==> src/rtl/mw_sequencer.sv <==
// -----------------------------------------------------------------------------
// mw_sequencer -- microwave oven controller.
//
// Collects up to four keypad digits into an MM:SS BCD time, counts the time
// down on a 1 Hz strobe while cooking, and handles pause / resume / stop and
// the door interlock. The magnetron enable is gated combinationally by the
// door so it drops in the same cycle the door opens.
//
// Optional feature (macro QUICK_START_EN):
//   defined     -> a start event in IDLE with time 00:00 and the door closed
//                  loads 00:30 and begins cooking on the same edge.
//   not defined -> a start event in IDLE with time 00:00 is ignored.
// -----------------------------------------------------------------------------
module mw_sequencer (
    input  logic       clk,
    input  logic       clearn,
    input  logic       tick,
    input  logic [9:0] keypad,
    input  logic       startn,
    input  logic       stopn,
    input  logic       door_closed,
    output logic [3:0] min_tens,
    output logic [3:0] min_ones,
    output logic [3:0] sec_tens,
    output logic [3:0] sec_ones,
    output logic       mag_on,
    output logic       done,
    output logic [1:0] state
);

    typedef enum logic [1:0] {
        ST_IDLE  = 2'd0,
        ST_COOK  = 2'd1,
        ST_PAUSE = 2'd2,
        ST_DONE  = 2'd3
    } state_t;

    // Time is held as four packed BCD digits: {min_tens, min_ones, sec_tens, sec_ones}.
    localparam logic [15:0] TIME_ZERO  = 16'h0000;
    localparam logic [15:0] TIME_QUICK = 16'h0030;

    state_t      r_state;
    state_t      w_state_next;
    logic [15:0] r_time;
    logic [15:0] w_time_next;
    logic [9:0]  r_keypad_prev;
    logic        r_startn_prev;

    logic        w_key_onehot;
    logic        w_key_accept;
    logic [3:0]  w_key_digit;
    logic        w_start_event;
    logic        w_stop;
    logic        w_time_zero;
    logic [15:0] w_time_shift;
    logic [15:0] w_time_dec;
    logic        w_dec_zero;

    // -------------------------------------------------------------------------
    // Input qualification
    // -------------------------------------------------------------------------

    // A key counts only on a clean press: nothing held last cycle, exactly one
    // key this cycle. Chords and held keys are ignored.
    assign w_key_onehot  = (keypad != 10'd0) && ((keypad & (keypad - 10'd1)) == 10'd0);
    assign w_key_accept  = w_key_onehot && (r_keypad_prev == 10'd0);

    // Falling edge of the active-low start button; holding it yields one event.
    assign w_start_event = r_startn_prev & ~startn;
    assign w_stop        = ~stopn;

    // Encode the pressed key into its digit value.
    always_comb begin
        // NOTE: every variable written in a combinational block gets a default
        // first, so no path leaves it unassigned and no latch is inferred.
        w_key_digit = 4'd0;
        for (int i = 0; i < 10; i++) begin
            if (keypad[i]) begin
                w_key_digit = 4'(i);
            end
        end
    end

    // -------------------------------------------------------------------------
    // Time arithmetic
    // -------------------------------------------------------------------------

    assign w_time_zero  = (r_time == TIME_ZERO);
    assign w_time_shift = {r_time[11:0], w_key_digit};

    // BCD countdown by one second. Only the borrow reload values are fixed;
    // a digit entered above its normal range simply counts down from there.
    always_comb begin
        w_time_dec = r_time;
        if (r_time[3:0] != 4'd0) begin
            w_time_dec[3:0] = r_time[3:0] - 4'd1;
        end else begin
            w_time_dec[3:0] = 4'd9;
            if (r_time[7:4] != 4'd0) begin
                w_time_dec[7:4] = r_time[7:4] - 4'd1;
            end else begin
                w_time_dec[7:4] = 4'd5;
                if (r_time[11:8] != 4'd0) begin
                    w_time_dec[11:8] = r_time[11:8] - 4'd1;
                end else begin
                    w_time_dec[11:8]  = 4'd9;
                    w_time_dec[15:12] = r_time[15:12] - 4'd1;
                end
            end
        end
    end

    assign w_dec_zero = (w_time_dec == TIME_ZERO);

    // -------------------------------------------------------------------------
    // Control FSM
    // -------------------------------------------------------------------------

    // Next state and next time. Stop always wins over start, and a door
    // opening or stop in COOK suppresses any coincident tick.
    always_comb begin
        w_state_next = r_state;
        w_time_next  = r_time;
        case (r_state)
            ST_IDLE: begin
                if (w_stop) begin
                    w_time_next = TIME_ZERO;
                end else if (w_start_event && door_closed && !w_time_zero) begin
                    w_state_next = ST_COOK;
`ifdef QUICK_START_EN
                end else if (w_start_event && door_closed) begin
                    w_state_next = ST_COOK;
                    w_time_next  = TIME_QUICK;
`endif
                end else if (w_key_accept) begin
                    w_time_next = w_time_shift;
                end
            end
            ST_COOK: begin
                if (!door_closed || w_stop) begin
                    w_state_next = ST_PAUSE;
                end else if (tick) begin
                    w_time_next = w_time_dec;
                    if (w_dec_zero) begin
                        w_state_next = ST_DONE;
                    end
                end
            end
            ST_PAUSE: begin
                if (w_stop) begin
                    w_state_next = ST_IDLE;
                    w_time_next  = TIME_ZERO;
                end else if (w_start_event && door_closed) begin
                    w_state_next = ST_COOK;
                end
            end
            ST_DONE: begin
                if (w_stop || !door_closed) begin
                    w_state_next = ST_IDLE;
                    w_time_next  = TIME_ZERO;
                end
            end
            default: begin
                w_state_next = ST_IDLE;
                w_time_next  = TIME_ZERO;
            end
        endcase
    end

    // State register; reset lands in IDLE, which also forces mag_on and done low.
    always_ff @(posedge clk or negedge clearn) begin
        // NOTE: sequential state uses non-blocking assignments so every register
        // samples pre-edge values, independent of block ordering.
        if (!clearn) begin
            r_state <= ST_IDLE;
        end else begin
            r_state <= w_state_next;
        end
    end

    // Time digits and input history registers.
    always_ff @(posedge clk or negedge clearn) begin
        if (!clearn) begin
            r_time        <= TIME_ZERO;
            r_keypad_prev <= 10'd0;
            // NOTE: the start history resets to the released level so a button
            // already held through reset does not produce a phantom start.
            r_startn_prev <= 1'b1;
        end else begin
            r_time        <= w_time_next;
            r_keypad_prev <= keypad;
            r_startn_prev <= startn;
        end
    end

    // -------------------------------------------------------------------------
    // Outputs
    // -------------------------------------------------------------------------

    assign min_tens = r_time[15:12];
    assign min_ones = r_time[11:8];
    assign sec_tens = r_time[7:4];
    assign sec_ones = r_time[3:0];
    assign state    = r_state;
    assign done     = (r_state == ST_DONE);
    assign mag_on   = (r_state == ST_COOK) && door_closed;

endmodule

==> config.mk <==
export PLATFORM = sky130hd
export DESIGN_NAME = mw_sequencer
export DESIGN_NICKNAME = d
export VERILOG_FILES = /design/src/rtl/mw_sequencer.sv
export SDC_FILE = /design/constraint.sdc
export NUM_CORES = 1
export LEC_CHECK = 0
export BUFFER_PORTS_ARGS = -buffer_cell sky130_fd_sc_hd__buf_4
export CAP_MARGIN = 20
export CORE_UTILIZATION = 45
export CTS_CLUSTER_DIAMETER = 30
export DETAILED_ROUTE_END_ITERATION = 7
export GPL_ROUTABILITY_DRIVEN = 0
export GPL_TIMING_DRIVEN = 0
export PLACE_DENSITY = 0.7
export REMOVE_ABC_BUFFERS = 1
export SLEW_MARGIN = 20
export SYNTH_ARGS = -nofsm -noshare
export SYNTH_HDL_FRONTEND = slang
export SYNTH_SLANG_ARGS = --single-unit
==> constraint.sdc <==
create_clock -name clk -period 1.9 [get_ports clk]
set_input_delay 0.095 -clock clk [delete_from_list [all_inputs] [get_ports clk]]
set_output_delay 0.095 -clock clk [all_outputs]
set_load 0.02 [all_outputs]
==> results.sh <==
export IMPL_crit_fanout=10
export IMPL_setup_viol=15
export IMPL_first_global_vias=1667
export IMPL_clock_sinks=29
export IMPL_clk_pin_slew_worst_paths_ns=0.06
export IMPL_ys_ff_latch=29
export IMPL_yosysMostFrequentCell="dfrtp_1"
export IMPL_dpl_hpwl_mm=3.04
export IMPL_die_w_um=65.1
export IMPL_fp_coreArea_um2=3740
export IMPL_num_io_pins=36
export IMPL_async_reset_ff_share_pct=100
export IMPL_maxCapViolations=0
export IMPL_violations="negative setup slack"
export IMPL_slew_limit_headroom_pct=56.2
export IMPL_final_nets=268
export IMPL_overflow=0
export IMPL_finalHoldViolations=0
export IMPL_worst_slew_pin_slew_ns=0.658
export IMPL_r2r_cells=8
export IMPL_combPwrFrac_pct=34.7
export IMPL_routed_wl_mm=4.64
export IMPL_final_layout_size_suffix_gt1_share_pct=39.4
export IMPL_crit_end="r_time[2]"
export IMPL_drc=0
export IMPL_cts_tree="yes"
export IMPL_antenna_cells=0
export IMPL_dp_cells=263
export IMPL_crit_type="reg2reg"
export IMPL_min_period_ns=2.05
export IMPL_fmax_mhz=489
export IMPL_fin_skew_ns=0.00457
export IMPL_grt_pass1_wl_mm=8.02
export IMPL_pwr_density_cell_nw_per_um2=820
export IMPL_yosys_warnings=0
export IMPL_p_int_mw=1.35
export IMPL_required_ns=2.07
export IMPL_clockBufferDepth=2
export IMPL_port_buffers=35
export IMPL_htreeDepth=2
export IMPL_synth_top_area_share_pct=39.1
export IMPL_grt_met1_usage_pct=33.7
export IMPL_reg2reg_to="r_time[2]"
export IMPL_rrSetupSlack_ns=-0.15
export IMPL_initial_core_util_pct=47.9
export IMPL_outcome="finished, violations left"
export IMPL_die_h_um=65.1
export IMPL_ant_nets=0
export IMPL_via_count=1674
export IMPL_avgViaCountPerCell=5.60
export IMPL_synthesis_instances=189
export IMPL_syn_to_final_growth_pct=39.9
export IMPL_timing_critical_path_to_type="register"
export IMPL_synth_flop_cell="dfrtp_1"
export IMPL_fin_util_pct=67.0
export IMPL_avgSynthCellArea_um2=9.49
export IMPL_p_switching_mw=0.706
export IMPL_switching_share_pct=34.3
export IMPL_antenna_found_initial=0
export IMPL_grt_use_met2_pct=38.4
export IMPL_slew_violations=0
export IMPL_numCtsBuffers=5
export IMPL_use_met3_pct=6.60
export IMPL_rsz0062_at_grt="true"
export IMPL_startpoint="r_time[3]"
export IMPL_num_rows=22
export IMPL_synth_top_area_cell="dfrtp_1"
export IMPL_synth_commonest_cells="dfrtp_1 (28), o21ai_0 (23), nor2_1 (19)"
export IMPL_dr_pass1_iters=4
export IMPL_whs_ns=0.101
export IMPL_grt_max_degree=30
export IMPL_wl_per_cell_um=15.5
export IMPL_ir_drop_mv=0.520
export IMPL_clkPwrFrac_pct=27.1
export IMPL_synth_area_um2=1790
export IMPL_clk_latency_ns=0.28
export IMPL_worstPathArrival_ns=2.21
export IMPL_final_cells=299
export IMPL_root_buffer="clkbuf_8"
export IMPL_dieArea_um2=4240
export IMPL_synthTopCellsByArea="dfrtp_1 (39%), o21ai_0 (6.4%), mux2_2 (4.4%)"
export IMPL_seq_area_frac_synth_pct=40.5
export IMPL_top_usage_layer="met2"
export IMPL_synth_cell_types=49
export IMPL_pwr_share_seq_pct=38.2
export IMPL_start_kind="register"
export IMPL_grt_usage_pct=25.0
export IMPL_hp_class="in2reg"
export IMPL_cellLeakagePower_nw=1.06
export IMPL_r2r_start="r_time[3]"
export IMPL_synth_edf_count=0
export IMPL_drtIter0Drc=86
export IMPL_finalWorstSetupSlack_ns=-0.146
export IMPL_finalCritPeriodShare_pct=108
[cell usage in the layout (no fill, tap or decap), types with 4 or more instances in the layout]
master,count
nand3_1,5
xor2_1,4
o21ai_0,19
dfrtp_1,21
a21oi_1,7
buf_4,49
a2bb2oi_2,4
dlygate4sd3_1,12
nand2_1,17
inv_1,6
nor3_1,7
nor2_1,17
mux2_2,6
clkbuf_8,7
dfrtp_2,7
[layout make-up]
cell class                      count  area, um^2
Clock buffer                        7        96.3
Timing Repair Buffer               63         519
Fill cell                         321        1230
Inverter                            6        22.5
Tap cell                           48        60.1
Multi-Input combinational cell    145        1070
Clock inverter                      1        5.00
Sequential cell                    29         736
[flip-flops by register name, summed over array words and instances, names as in the netlist]
register	flops
r_keypad_prev	10
state	2
r_time	16
r_startn_prev	1
[how the worst min path moves through the flow]
stage	startpoint	end	slack, ns	cells after the start
2_1_floorplan	clearn	r_keypad_prev[0]	-0.20	0
3_3_place_gp	clearn	r_time[3]	0.04	1
3_5_place_dp	clearn	r_time[2]	0.04	1
4_1_cts	stopn	state[0]	0.10	3
5_1_grt	stopn	state[0]	0.10	3
6_report	door_closed	state[0]	0.10	3
[per-layer routing]
layer  share of wire [%]  wire length [um]
met5                   0                 0
met4                 1.2                55
met1                  48              2210
met2                  46              2130
met3                 5.2               240
[worst max-delay path: stages, from the launching register on]
cell and delay [ns]:
dfrtp_2 0.42, nor4_4 0.27, buf_4 0.19, nand4_4 0.11, nor2_4 0.13, o2111ai_4 0.14
a21oi_4 0.18, buf_12 0.15, mux2_2 0.33
[power by group through the flow]
| stage | combinational (mW) | clock, mW | sequential [mW] |
|---|---|---|---|
| after floorplan | 0.319 | 0 | 0.829 |
| after global placement | 0.559 | 0 | 0.794 |
| after detailed placement | 0.567 | 0 | 0.795 |
| after CTS | 0.672 | 0.572 | 0.776 |
| after global routing | 0.779 | 0.605 | 0.797 |
| final | 0.715 | 0.558 | 0.786 |
[what timing repair did]
item / in CTS / in global routing
pin swaps: 6 / 0
gates resized for setup: 15 / 15
endpoints found under the setup margin: 19 / 19
hold endpoints to repair: 39 / 0
buffers inserted: 12 / 4
cloned: 0 / 0
hold buffers: 12 / 0
[through the flow]
| stage | worst slack (ns) | instance area (um^2) | setup TNS (ns) | power (mW) |
|---|---|---|---|---|
| 3_3_place_gp | -0.797 | 2050 | -9.89 | 1.35 |
| 3_5_place_dp | -0.847 | 2050 | -10.76 | 1.36 |
| 2_1_floorplan | -0.498 | 1730 | -4.98 | 1.15 |
| 6_report | -0.146 | 2510 | -1.31 | 2.06 |
| 5_1_grt | -0.241 | 2510 | -2.93 | 2.18 |
| 4_1_cts | -0.133 | 2420 | -1.08 | 2.02 |
[logic make-up (layout without fill, tap and decap cells)]
group           after synthesis  after routing  synth area share, %
compound gates               58             58                 24.1
xor+xnor                      5              5                 2.44
fa+ha+maj                     2              2                 1.40
buf+inv                      15             77                 4.81
flops                        29             29                 40.5
mux                           8              8                 4.95
simple gates                 72             72                 21.8
(Power assumes the default switching activity.)
